## src/rtl/fetch_prefetch_queue.sv

```systemverilog
// ============================================================================
// fetch_prefetch_queue -- instruction fetch unit with credit-limited prefetch
// queue, in-order PC tag FIFO and branch-redirect flush. Rev 1.0
// ============================================================================
`default_nettype none

module fetch_prefetch_queue #(
  parameter logic [63:0] RESET_PC = 64'h0,
  parameter int          DEPTH    = 4
) (
  input  logic        clk,
  input  logic        rst_n,
  output logic        imem_req,
  output logic [63:0] imem_addr,
  input  logic        imem_ready,
  input  logic        imem_rvalid,
  input  logic [31:0] imem_rdata,
  output logic        if_valid,
  output logic [31:0] if_instr,
  output logic [63:0] if_pc,
  input  logic        id_stall,
  input  logic        br_redirect,
  input  logic [63:0] br_addr
);

  localparam int          AW        = (DEPTH > 1) ? $clog2(DEPTH) : 1;
  localparam int          CW        = AW + 1;
  localparam logic [CW:0] DEPTH_W   = (CW + 1)'(DEPTH);
  localparam logic [31:0] NOP_INSTR = 32'h0000_0013;

  logic [63:0]   fetch_pc_q, fetch_pc_d;
  logic [AW-1:0] head_q, head_d, tail_q, tail_d;
  logic [AW-1:0] tag_wr_q, tag_wr_d, tag_rd_q, tag_rd_d;
  logic [CW-1:0] count_q, count_d, outst_q, outst_d, discard_q, discard_d;

  logic [63:0]   ent_pc_q    [DEPTH];
  logic [31:0]   ent_instr_q [DEPTH];
  logic [63:0]   tag_pc_q    [DEPTH];

  logic [CW:0]   w_credit_sum;
  logic          w_accept, w_rsp, w_drop, w_push, w_pop;

  // Credits count both buffered and in-flight entries, so a response always
  // finds a free slot.
  assign w_credit_sum = {1'b0, count_q} + {1'b0, outst_q};
  assign imem_req     = rst_n && !br_redirect && (w_credit_sum < DEPTH_W);
  assign imem_addr    = fetch_pc_q;
  assign w_accept     = imem_req && imem_ready;

  assign w_rsp  = imem_rvalid && (outst_q != '0);
  assign w_drop = br_redirect || (discard_q != '0);
  assign w_push = w_rsp && !w_drop;
  assign w_pop  = if_valid && !id_stall && !br_redirect;

  assign if_valid = (count_q != '0);
  assign if_instr = if_valid ? ent_instr_q[head_q] : NOP_INSTR;
  assign if_pc    = if_valid ? ent_pc_q[head_q]    : RESET_PC;

  always_comb begin
    fetch_pc_d = fetch_pc_q;
    head_d     = head_q;
    tail_d     = tail_q;
    tag_wr_d   = tag_wr_q;
    tag_rd_d   = tag_rd_q;
    count_d    = count_q + CW'(w_push) - CW'(w_pop);
    outst_d    = outst_q + CW'(w_accept) - CW'(w_rsp);
    discard_d  = discard_q;

    if (w_accept) begin
      fetch_pc_d = fetch_pc_q + 64'd4;
      tag_wr_d   = tag_wr_q + AW'(1);
    end
    if (w_rsp) begin
      tag_rd_d = tag_rd_q + AW'(1);
    end
    if (w_rsp && (discard_q != '0)) begin
      discard_d = discard_q - CW'(1);
    end
    if (w_push) begin
      tail_d = tail_q + AW'(1);
    end
    if (w_pop) begin
      head_d = head_q + AW'(1);
    end

    // Flush: everything still in flight is old-path, except a response that
    // is being dropped right now.
    if (br_redirect) begin
      fetch_pc_d = br_addr;
      head_d     = tail_q;
      tail_d     = tail_q;
      count_d    = '0;
      discard_d  = outst_q - CW'(w_rsp);
    end
  end

  always_ff @(posedge clk or negedge rst_n) begin
    if (!rst_n) begin
      fetch_pc_q <= RESET_PC;
      head_q     <= '0;
      tail_q     <= '0;
      tag_wr_q   <= '0;
      tag_rd_q   <= '0;
      count_q    <= '0;
      outst_q    <= '0;
      discard_q  <= '0;
    end else begin
      fetch_pc_q <= fetch_pc_d;
      head_q     <= head_d;
      tail_q     <= tail_d;
      tag_wr_q   <= tag_wr_d;
      tag_rd_q   <= tag_rd_d;
      count_q    <= count_d;
      outst_q    <= outst_d;
      discard_q  <= discard_d;
    end
  end

  always_ff @(posedge clk) begin
    if (w_accept) begin
      tag_pc_q[tag_wr_q] <= fetch_pc_q;
    end
    if (w_push) begin
      ent_pc_q[tail_q]    <= tag_pc_q[tag_rd_q];
      ent_instr_q[tail_q] <= imem_rdata;
    end
  end

endmodule

`default_nettype wire

```

## config.mk

```make
export PLATFORM = sky130hd
export DESIGN_NAME = fetch_prefetch_queue
export DESIGN_NICKNAME = d
export VERILOG_FILES = /design/src/rtl/fetch_prefetch_queue.sv
export SDC_FILE = /design/constraint.sdc
export NUM_CORES = 1
export LEC_CHECK = 0
export CAP_MARGIN = 20
export CORE_UTILIZATION = 40
export DETAILED_ROUTE_END_ITERATION = 8
export GPL_TIMING_DRIVEN = 0
export PLACE_DENSITY = 0.71
export SLEW_MARGIN = 20
export SYNTH_ARGS = -nofsm -noshare
export SYNTH_HDL_FRONTEND = slang
export SYNTH_SLANG_ARGS = --single-unit
```

## constraint.sdc

```tcl
create_clock -name clk -period 10.45 [get_ports clk]
set_input_delay 1.045 -clock clk [delete_from_list [all_inputs] [get_ports clk]]
set_output_delay 1.045 -clock clk [all_outputs]
set_load 0.02 [all_outputs]
```

After elaboration in Yosys (flattened, before gate mapping)

Memory sizes are Yosys's and may differ from the RTL's.
Index checks and enable logic that the tools add are counted.

Bits in read-only memories: 0
Memories kept: 3
Bits in writable memories: 640
Word-level logic and storage cells: 57
Latch bits: 0
Flip-flop bits (word level): 81

Memory list:

| name        | words | width | read ports | clocked after Yosys merged registers in | write ports | RTL line | source |
|---|---|---|---|---|---|---|---|
| ent_pc_q    | 4     | 64    | 1          | 0                                       | 1           | 36       | `logic [63:0] ent_pc_q [DEPTH];` |
| tag_pc_q    | 4     | 64    | 1          | 0                                       | 1           | 38       | `logic [63:0] tag_pc_q [DEPTH];` |
| ent_instr_q | 4     | 32    | 1          | 0                                       | 1           | 37       | `logic [31:0] ent_instr_q [DEPTH];` |

Reduce and logical (&&, ||, !) cells: 19
Shifts and indexed selects: 0
Multipliers: 0
Equal/unequal tests: 0
Muxes and demuxes: 13
$add $sub $neg: 12
Divide/modulo/power cells: 0
Magnitude comparators: 1
Bitwise gates (word level): 1

Operators by type and width:

| operator                                                             | count |
|---|---|
| 64-bit 2-to-1 mux                                                    | 3 |
| 64-bit by 3-bit adder with 64-bit output, second input constant      | 1 |
| 32-bit 2-to-1 mux                                                    | 1 |
| 3-bit 2-to-1 mux                                                     | 3 |
| 3-bit nonzero test                                                   | 3 |
| 3-bit by 1-bit subtractor with 3-bit output                          | 3 |
| 2-bit by 1-bit adder with 2-bit output, second input constant        | 4 |
| 1-bit logical AND                                                    | 8 |
| 3-bit by 1-bit adder with 3-bit output                               | 2 |
| 2-bit nonzero test                                                   | 3 |
| 3-bit by 3-bit adder with 4-bit output                               | 1 |
| 4-bit by 3-bit < comparator with 1-bit output, second input constant | 1 |
| 1-bit 2-to-1 mux                                                     | 4 |
| 2-bit 2-to-1 mux                                                     | 2 |
| 1-bit zero test                                                      | 3 |
| 3-bit by 1-bit subtractor with 3-bit output, second input constant   | 1 |
| 2-bit AND reduction                                                  | 1 |
| 1-bit logical OR                                                     | 1 |
| 1-bit NOT                                                            | 1 |

Logic depth before layout (Yosys ltp)

Gate-level depths: netlist of the first run.

Depth in word-level cells: 7
Mapped depth: 14
Mapped depth without buffers: 11

Least setup slack after synthesis of the first run

No wires, ideal clock.

Path type: input -> register
From: input port br_redirect
To: memory ent_instr_q[0][0], enable pin
Slack: 5.727 ns
Path buffers: 1
Arrival: 4.258 ns
Data required time: 9.984 ns
Setup time: 0.466 ns
Cell stages on the path: 3
Path through: clkbuf_1 -> nor4b_1 -> and2_1

Word-level cells in the longest chain between the ends: 5

Ends and longest elaborated chain:

| item                                   | RTL line | source |
|---|---|---|
| start: declaration                     | 22       | `input logic br_redirect,` |
| 1-bit logical OR                       | 51       | `assign w_drop = br_redirect \|\| (discard_q != '0);` |
| 1-bit zero test                        | 52       | `assign w_push = w_rsp && !w_drop;` |
| 1-bit logical AND                      | 52       |  |
| 1-bit 2-to-1 mux                       | 123      | `if (w_push) begin` |
| 1-bit 2-to-1 mux (not written as such) | 125      | `ent_instr_q[tail_q] <= imem_rdata;` |
| end: declaration                       | 37       |  |

No other way between the ends.

Worst setup path in the final report of the first run

From: register head_q[1]
To: output port if_pc[44]

Word-level cells in the longest chain between the ends: 2

Ends and longest elaborated chain:

| item                     | RTL line | source |
|---|---|---|
| start: declaration       | 32       | `logic [AW-1:0] head_q, head_d, tail_q, tail_d;` |
| start signal: assignment | 100      | `head_q <= '0;` |
| start signal: assignment | 109      | `head_q <= head_d;` |
| memory read 4 x 64 bit   | -        |  |
| 64-bit 2-to-1 mux        | 57       | `assign if_pc = if_valid ? ent_pc_q[head_q] : RESET_PC;` |
| end: declaration         | 20       | `output logic [63:0] if_pc,` |

No other way between the ends.

==> results of run 1 <==
## worst max-delay path, delay by kind of cell (launching register included)
kind | cells | cell delay [ps]
flip-flops | 1 | 320
AND/OR/NAND/NOR | 1 | 180
buffers and inverters | 4 | 2310
multiplexers | 1 | 460
## per-stage QoR
| step | std cells | utilization (%) | total power (W) | hold slack (ps) |
|---|---|---|---|---|
| after floorplan | 1578 | - | 0.005210 | 502.7 |
| after global placement | 2790 | 45.83 | 0.006232 | 519.8 |
| after detailed placement | 2804 | 46.34 | 0.006301 | 535.6 |
| after CTS | 2941 | 49.73 | 0.008924 | 356.3 |
| after global routing | 2941 | 49.73 | 0.009187 | 370.3 |
| final | 2941 | 49.73 | 0.008814 | 360.0 |
## sequential cells by signal, summed over array words and instances, names as in the netlist, 3 cells and up
name         flops
discard_q        3
imem_addr       64
ent_pc_q       256
count_q          3
ent_instr_q    128
tag_pc_q       256
outst_q          3
## kinds of logic after synthesis
kind of cell / Yosys count
multiplexers: 169
buffers and inverters: 113
XOR/XNOR: 23
adder cells (fa/ha/maj): 21
flip-flops: 721
AND/OR/NAND/NOR: 410
AO/OA/AOI/OAI: 121
## placed cells by master (no fill, tap or decap), drive strengths merged, types with 4 or more instances in the layout
cell	n
a22oi	18
dfrtp	81
a31oi	6
o21ai	38
and2	105
nand3	50
a21oi	11
a221o	4
buf	49
ha	19
xnor2	10
nand2b	5
nor2	41
edfxtp	640
clkinv	27
nand4	51
xor2	13
o211ai	20
or3	6
nor2b	13
mux4	160
o311ai	5
nor3	12
a21o	4
nor4	17
inv	37
or4	17
bufinv	7
and3	9
clkbuf	142
mux2i	7
clkdlybuf4s50	261
o31a	5
nand2	74
## final cells by class
type	instances	area share [%]
sequential	721	59.66
clock inverter	45	1.275
timing repair buffer	276	8.309
clock buffer	92	5.534
tap	950	3.338
buffer	84	0.9838
multi-input combinational	744	20.59
inverter	29	0.3092
## cells in the mapped netlist, drive strengths merged, types with 20 or more instances
| cell type | number | share of area (%) |
|---|---|---|
| clkbuf | 49 | 0.63 |
| nand4 | 51 | 1.2 |
| nor2 | 41 | 0.53 |
| nand2 | 74 | 0.96 |
| buf | 35 | 0.56 |
| inv | 28 | 0.36 |
| nand3 | 50 | 0.90 |
| dfrtp | 81 | 7.0 |
| and2 | 105 | 2.3 |
| edfxtp | 640 | 66 |
| o21ai | 38 | 0.66 |
| mux4 | 160 | 12 |
| o211ai | 20 | 0.52 |
## path summary, 6_finish.rpt
| path | cells past startpoint | slack, ps | endpoint | from |
|---|---|---|---|---|
| hold / removal | 1 | 360 | imem_addr[54]$_DFFE_PN0P_ | rst_n |
| min in group clk | 0 | 550 | tag_pc_q[1][37]$_DFFE_PP_ | imem_addr[37]$_DFFE_PN0P_ |
| setup / recovery | 6 | 5490 | if_pc[44] | head_q[1]$_DFFE_PN0P_ |
| max in group asynchronous | 2 | 9490 | imem_addr[1]$_DFFE_PN0P_ | rst_n |
| setup reg to reg | 14 | 6710 | outst_q[2]$_DFF_PN0_ | count_q[1]$_DFF_PN0_ |
| hold reg to reg | 0 | 550 | tag_pc_q[1][37]$_DFFE_PP_ | imem_addr[37]$_DFFE_PN0P_ |
## report_power, final
group	switching [W]	leakage [nW]	internal [W]
registers	0.000177	6.75	0.00350
clock network	0.00109	1.19	0.00153
logic	0.00137	3.80	0.00115
## routing by layer
metal	up-vias	global-route usage [%]	share of wire [%]
li1	7071	-	-
met1	8626	28.27	42
met2	642	33.34	49
met3	117	3.388	7.0
met4	0	6.150	2.4
met5	-	0	0
==> impl_metrics.py, run 1 <==
metrics = {
    "run_status": {
        "status": "complete, no violations",
    },
    "route": {
        "detail_route.wl_per_cell_um": 25.42,
        "totalWireLength_mm": 74.77,
        "ant_nets": 0,
        "avgViaCountPerCell": 5.595,
        "drc_errors": 0,
        "first_pass_iters": 5,
        "drt-initial-drc-count": 1508,
        "routed-via-count": 16460,
    },
    "synthesis": {
        "synth_cells": 1578,
        "synth_flop_cell": "edfxtp_1",
        "synthXorXnorAreaFrac_pct": 0.6945,
        "synthSimpleGateAreaFrac_pct": 7.981,
        "yosysSeqAreaShare_pct": 73.25,
        "synth_edf_count": 640,
        "ys_types": 54,
        "synth_top_family_by_area": "multiplexers",
        "yosysWarnings": 0,
        "ys_ff_latch": 721,
        "synth_fa_ha_area_share_pct": 0.9577,
        "synth-compound-area-share_pct": 2.800,
        "synth_fp_nets": 1701,
        "avgSynthCellArea_um2": 18.38,
        "synthMuxAreaShare_pct": 12.74,
        "async_flop_share_pct": 11.23,
        "syn_area_mm2": 0.02900,
    },
    "cts": {
        "cts_resized": 0,
        "cts_htree_levels": 3,
        "root_buffer": "clkbuf_16",
        "cts_made_buffers": 74,
        "clk_pin_slew_ps": 70,
        "clk_latency_ps": 620,
        "cts_tree": "done",
        "post_cts_buffers": 0,
        "cts.path.max_buffers": 3,
        "cts_sinks": 721,
        "postCtsHoldBufs": 0,
    },
    "worst_setup_path": {
        "critical_path.cell_chain": "clkbuf_2 -> clkbuf_1 -> buf_1 -> mux4_2 -> and2_1 -> clkdlybuf4s50_1",
        "critical_path.max_stage_delay_ps": 750,
        "cp-start-kind": "flop",
        "endpoint_kind": "output port",
        "cp.arrival_ps": 3920,
        "critical_path.max_fanout": 10,
        "slowest_stage": "clkbuf_1",
        "cp.required_ps": 9410,
        "path_class": "reg2out",
    },
    "place": {
        "dp_slack_ps": 5768,
        "io_buffers": 262,
        "routabilityCongestion": 0.9145,
        "place_area_mm2": 0.03319,
        "hpwl_mm": 51.26,
    },
    "power_and_ir_drop": {
        "p_per_area_mw_per_mm2": 247.5,
        "ir_worst_vdd_v": 0.0001239,
        "leakage_nw": 11.74,
    },
    "final_layout": {
        "nets": 2053,
        "layout-drive-gt1-share_pct": 17.23,
        "n_antenna_cell": 0,
        "seq_area_mm2": 0.02125,
        "fillers": 5881,
        "area_growth_pct": 22.78,
        "multi_input_area_mm2": 0.007333,
        "fin_area_mm2": 0.03561,
    },
    "global_route": {
        "gr-usage-all-layers_pct": 20.45,
        "grt_pass1_wl_mm": 110.5,
        "grt_max_degree": 45,
        "grt_pass1_vias": 16700,
        "grt_antenna_before_repair": 2,
        "grt_overflow": 0,
    },
    "sta": {
        "fmax_mhz": 201.4,
        "period_minus_slack_ps": 4964,
        "final-hold-violation-count": 0,
        "maxSlewViolCount": 0,
        "period_share_pct": 47.50,
        "fin_worst_skew_ps": 24.30,
        "slew_headroom_pct": 27.04,
        "rsz0062_at_grt": "false",
        "worstMarginPinSlew_ps": 1090,
        "setup_ws_ps": 5486,
        "setup_tns_ps": 0,
        "setup_viol": 0,
    },
    "die": {
        "rows": 98,
        "fp.coreArea_mm2": 0.07161,
        "die_area_mm2": 0.07359,
        "io_pins": 264,
        "die_x_um": 271.3,
        "die_h_um": 271.3,
        "initial_utilization_pct": 40.50,
    },
    "run": {
        "cap_viol_max_count": 0,
    },
    "worst_hold_path": {
        "hp-class": "in2async",
    },
}
Power figures use the tool's default switching activity.
==> run 2: changes to the inputs <==
==> constraint.sdc (replaced) <==
create_clock -name clk -period 5 [get_ports clk]
set_input_delay 0.5 -clock clk [delete_from_list [all_inputs] [get_ports clk]]
set_output_delay 0.5 -clock clk [all_outputs]
set_load 0.02 [all_outputs]
==> run 2 against run 1 <==
  * Register-to-register slack worse by 5500 ps
  * Final cell count about the same
  * Global-route usage is essentially flat
  * Critical path type unchanged
  * Largest cell class unchanged
  * Largest power group unchanged
  * Highest routed layer unchanged
==> impl_metrics.py, run 2 (synthesis gave the netlist of run 1 again) <==
metrics = {
    "worst_setup_path": {
        "endpoint_kind": "output port",
        "timing.critical_path.max_delay_family": "buffers and inverters",
        "rrSetupSlack_ps": 1250,
        "crit_start": "head_q[1]$_DFFE_PN0P_",
        "critical_path.max_fanout": 10,
        "cp.required_ps": 4500,
        "r2r_cells": 14,
        "crit_buf_inv": 4,
        "critical_path.max_stage_delay_ps": 750,
        "cp-start-kind": "flop",
        "cp.arrival_ps": 3920,
        "slowest_stage": "clkbuf_1",
        "reg2reg_to": "outst_q[2]$_DFF_PN0_",
        "reg2reg_from": "count_q[1]$_DFF_PN0_",
        "path_class": "reg2out",
        "critical_path.cell_chain": "clkbuf_2 -> clkbuf_1 -> buf_1 -> mux4_2 -> and2_1 -> clkdlybuf4s50_1",
    },
    "route": {
        "routed-via-count": 16400,
        "dr_wl_met3_mm": 5.382,
        "drt-met1-wl_mm": 30.98,
        "avgViaCountPerCell": 5.574,
        "totalWireLength_mm": 74.69,
        "wl_met2_mm": 36.52,
        "detail_route.wl_per_cell_um": 25.39,
        "first_pass_iters": 5,
        "highest_layer": "met4",
        "drc_errors": 0,
        "drt-initial-drc-count": 1548,
        "ant_nets": 0,
    },
    "final_layout": {
        "nets": 2054,
        "layout-drive-gt1-share_pct": 17.22,
        "final_cell_mix": "edfxtp_1 (640), clkdlybuf4s50_1 (261), mux4_2 (160)",
        "instances_no_fill": 2942,
        "fin_util_pct": 49.74,
        "area_growth_pct": 22.82,
        "fillers": 5880,
        "largestRegisters": "ent_pc_q x256, tag_pc_q x256, ent_instr_q x128",
        "final_common_cell": "edfxtp_1",
        "fin_area_mm2": 0.03562,
        "n_antenna_cell": 0,
    },
    "die": {
        "initial_utilization_pct": 40.50,
        "rows": 98,
        "die_x_um": 271.3,
        "die_h_um": 271.3,
        "fp.coreArea_mm2": 0.07161,
        "die_area_mm2": 0.07359,
        "io_pins": 264,
    },
    "run_status": {
        "status": "complete, no violations",
    },
    "global_route": {
        "grt_max_degree": 45,
        "grt_pass1_wl_mm": 110.5,
        "grt_antenna_before_repair": 2,
        "grt_pass1_vias": 16720,
        "gr-usage-all-layers_pct": 20.45,
        "grt_overflow": 0,
    },
    "cts": {
        "cts_htree_levels": 3,
        "post_cts_buffers": 0,
        "root_buffer": "clkbuf_16",
        "cts.path.max_buffers": 3,
        "cts_tree": "done",
        "clk_pin_slew_ps": 70,
        "cts_made_buffers": 74,
        "cts_sinks": 721,
        "clk_latency_ps": 620,
    },
    "place": {
        "routabilityCongestion": 0.9145,
        "hpwl_mm": 51.26,
        "place_area_mm2": 0.03319,
        "dp_cells": 2804,
        "io_buffers": 262,
    },
    "sta": {
        "period_minus_slack_ps": 4419,
        "setup_viol": 0,
        "final-hold-violation-count": 0,
        "slew_headroom_pct": 27.83,
        "fin_worst_skew_ps": 24.20,
        "fmax_mhz": 226.3,
        "worstMarginPinSlew_ps": 1079,
        "period_share_pct": 88.37,
        "rsz0062_at_grt": "false",
        "maxSlewViolCount": 0,
    },
    "power_and_ir_drop": {
        "combinationalPowerShare_pct": 28.6,
        "internal-power_w": 0.01290,
        "pwr-share-clk_pct": 29.8,
        "power_frac_seq_pct": 41.7,
        "p_per_area_mw_per_mm2": 517.1,
        "total_power_w": 0.01842,
        "leakage_nw": 11.74,
        "p_sw_share_pct": 29.96,
        "ir_worst_vdd_v": 0.0002588,
        "p_switching_w": 0.005518,
    },
    "run": {
        "cap_viol_max_count": 0,
    },
    "worst_hold_path": {
        "hp-class": "in2async",
    },
}
[run 2: worst register-to-register path: cells and delay by family, from the launching register on]
kind | cells | cell delay (ps)
and+or+nand+nor | 2 | 280
DFF | 1 | 460
buffers and inverters | 6 | 1540
adders and majority gates | 4 | 1060
xor gates and xnor gates | 2 | 290
[run 2: cell type report]
class	count	area (um^2)	share of cell area (%)
inverters	29	110.1	0.3091
well taps	950	1189	3.337
repair buffers	277	2969	8.335
clock buffers	92	1971	5.532
flip-flops and latches	721	21250	59.64
clock inverters	45	454.2	1.275
plain buffers	84	350.3	0.9835
multi-input cells	744	7333	20.59
[run 2: worst max-delay path by stage]
stage / endpoint / slack [ps] / depth (start not counted)
final: if_pc[44] / 580 / 6
after global routing: if_pc[44] / 400 / 6
after CTS: if_pc[44] / 400 / 6
after detailed placement: outst_q[2]$_DFF_PN0_ / 860 / 15
after global placement: tag_pc_q[0][11]$_DFFE_PP_ / -4060 / 8
after floorplan: ent_instr_q[0][0]$_DFFE_PP_ / 820 / 3
[run 2: per-layer routing]
metal	GRT usage, %	up-vias
li1	-	7064
met1	28.27	8537
met2	33.35	683
met3	3.388	114
met4	6.150	0
met5	0	-
[run 2: stage by stage]
step	TNS [ps]	worst slack (ps)	hold slack, ps
after global placement	-1875730	-4062	519.8
after detailed placement	0	863.2	471.5
final	0	581.5	372.0
after floorplan	0	821.6	204.4
after global routing	0	396.8	411.4
after CTS	0	396.0	376.4
[run 2: power groups by stage]
stage          Sequential (W)  Combinational, W  Clock [W]
2_1_floorplan         0.00774           0.00315          0
3_3_place_gp          0.00779           0.00523          0
3_5_place_dp          0.00779           0.00538          0
4_1_cts               0.00767           0.00539    0.00559
5_1_grt               0.00771           0.00568    0.00581
6_report              0.00768           0.00526    0.00548
[run 2: repair_timing]
| item | CTS | global route |
|---|---|---|
| gates resized for setup | 0 | 0 |
| hold buffers | 1 | 0 |
| endpoints found under the hold margin | 40 | 0 |
==> run 3: changes to the inputs <==
--- a/config.mk
+++ b/config.mk
@@ -9,6 +9,7 @@
 export CORE_UTILIZATION = 40
 export DETAILED_ROUTE_END_ITERATION = 8
 export GPL_TIMING_DRIVEN = 0
+export MAX_ROUTING_LAYER = met4
 export PLACE_DENSITY = 0.71
 export SLEW_MARGIN = 20
 export SYNTH_ARGS = -nofsm -noshare
==> run 3 against run 2 <==
  * Combinational power barely moved
  * First-iteration DRC count rose by 4.8%
  * Clock power barely moved
  * Critical path type unchanged
  * Largest power group unchanged
==> impl_metrics.py, run 3 (synthesis gave the netlist of run 1 again) <==
metrics = {
    "cts": {
        "post_cts_buffers": 0,
        "root_buffer": "clkbuf_16",
        "cts_tree": "done",
        "clk_pin_slew_ps": 70,
        "cts_sinks": 721,
        "cts.path.max_buffers": 3,
        "clk_latency_ps": 620,
        "cts_htree_levels": 3,
        "cts_made_buffers": 73,
    },
    "route": {
        "detail_route.wl_per_cell_um": 25.47,
        "drt-initial-drc-count": 1623,
        "avgViaCountPerCell": 5.528,
        "totalWireLength_mm": 74.87,
        "routed-via-count": 16250,
        "first_pass_iters": 5,
        "ant_nets": 0,
        "drc_errors": 0,
    },
    "final_layout": {
        "instances_no_fill": 2940,
        "final_common_cell": "edfxtp_1",
        "layout-drive-gt1-share_pct": 17.29,
        "fin_area_mm2": 0.03566,
        "nets": 2053,
        "final_cell_mix": "edfxtp_1 (640), clkdlybuf4s50_1 (261), mux4_2 (160)",
        "n_antenna_cell": 0,
        "largestRegisters": "ent_pc_q x256, tag_pc_q x256, ent_instr_q x128",
        "area_growth_pct": 22.93,
    },
    "worst_hold_path": {
        "hp-class": "in2async",
    },
    "power_and_ir_drop": {
        "p_per_area_mw_per_mm2": 517.1,
        "pwr-share-clk_pct": 29.8,
        "leakage_nw": 11.75,
        "ir_worst_vdd_v": 0.0002542,
        "p_switching_w": 0.005526,
        "p_sw_share_pct": 29.97,
        "total_power_w": 0.01844,
        "combinationalPowerShare_pct": 28.5,
        "internal-power_w": 0.01291,
        "power_frac_seq_pct": 41.6,
    },
    "worst_setup_path": {
        "cp-start-kind": "flop",
        "path_class": "reg2out",
        "r2r_cells": 14,
        "cp.required_ps": 4500,
        "endpoint_kind": "output port",
        "critical_path.max_fanout": 10,
        "cp.arrival_ps": 3890,
    },
    "place": {
        "hpwl_mm": 50.73,
        "routabilityCongestion": 0.9126,
        "io_buffers": 262,
        "dp_cells": 2804,
        "place_area_mm2": 0.03322,
    },
    "global_route": {
        "grt_antenna_before_repair": 2,
        "grt_pass1_vias": 16670,
        "grt_max_degree": 50,
        "grt_pass1_wl_mm": 110.2,
        "grt_overflow": 0,
        "gr-usage-all-layers_pct": 21.04,
    },
    "sta": {
        "fin_worst_skew_ps": 33.81,
        "setup_tns_ps": 0,
        "maxSlewViolCount": 0,
        "period_minus_slack_ps": 4386,
        "fmax_mhz": 228.0,
        "whs_ps": 356.7,
        "worstMarginPinSlew_ps": 1138,
        "slew_headroom_pct": 23.87,
        "rsz0062_at_grt": "false",
        "setup_viol": 0,
        "final-hold-violation-count": 0,
        "period_share_pct": 87.72,
    },
    "run": {
        "cap_viol_max_count": 0,
    },
    "die": {
        "die_x_um": 271.3,
        "rows": 98,
        "initial_utilization_pct": 40.50,
        "fp.coreArea_mm2": 0.07161,
        "io_pins": 264,
        "die_area_mm2": 0.07359,
        "die_h_um": 271.3,
    },
    "run_status": {
        "status": "complete, no violations",
    },
}
[run 3: metrics by stage]
stage / setup slack [ps] / utilization [%]
5_1_grt: 443.5 / 49.79
3_3_place_gp: -4069 / 45.83
2_1_floorplan: 821.6 / -
3_5_place_dp: 857.8 / 46.38
6_report: 613.9 / 49.79
4_1_cts: 427.4 / 49.79
[run 3: power groups by stage]
stage / registers, W / clock network, W / logic [W]
floorplan: 0.00774 / 0 / 0.00315
global placement: 0.00779 / 0 / 0.00523
detailed placement: 0.00780 / 0 / 0.00537
CTS: 0.00768 / 0.00559 / 0.00539
global route: 0.00771 / 0.00581 / 0.00567
finish: 0.00768 / 0.00550 / 0.00526
[run 3: worst max-delay path: stages (launching register included)]
cell and delay [ps]:
dfrtp_1 320, clkbuf_2 450, clkbuf_1 730, buf_1 590
mux4_2 450, and2_1 190, clkdlybuf4s50_1 540
[run 3: per-layer routing]
layer	up-vias	share of wire [%]	track usage, %	wire length [um]
met1	8493	42	27.48	31360
li1	7054	-	-	-
met4	0	2.1	5.707	1539
met3	108	6.2	3.689	4654
met2	598	50	34.03	37320
met5	-	0	-	0
[run 3: path summary, 6_finish.rpt]
| kind | to | slack, ps | start |
|---|---|---|---|
| max | if_pc[44] | 610 | head_q[1]$_DFFE_PN0P_ |
| min in group clk | imem_addr[21]$_DFFE_PN0P_ | 440 | br_addr[21] |
| min reg2reg | tag_pc_q[3][43]$_DFFE_PP_ | 560 | imem_addr[43]$_DFFE_PN0P_ |
| max reg2reg | outst_q[2]$_DFF_PN0_ | 1280 | count_q[1]$_DFF_PN0_ |
| max in group asynchronous | imem_addr[1]$_DFFE_PN0P_ | 4050 | rst_n |
| min | imem_addr[42]$_DFFE_PN0P_ | 360 | rst_n |
[run 3: cell type report]
cell class	instances	area, um^2
Buffer	84	350.3
Fill cell	5858	35950
Timing Repair Buffer	277	2999
Clock buffer	81	1878
Inverter	29	110.1
Tap cell	950	1189
Sequential cell	721	21250
Clock inverter	54	550.5
Multi-Input combinational cell	744	7333
[run 3: timing repair]
action | 4_1_cts | 5_1_grt
resized for setup | 0 | 0
hold buffers | 1 | 0
endpoints found under the hold margin | 33 | 0
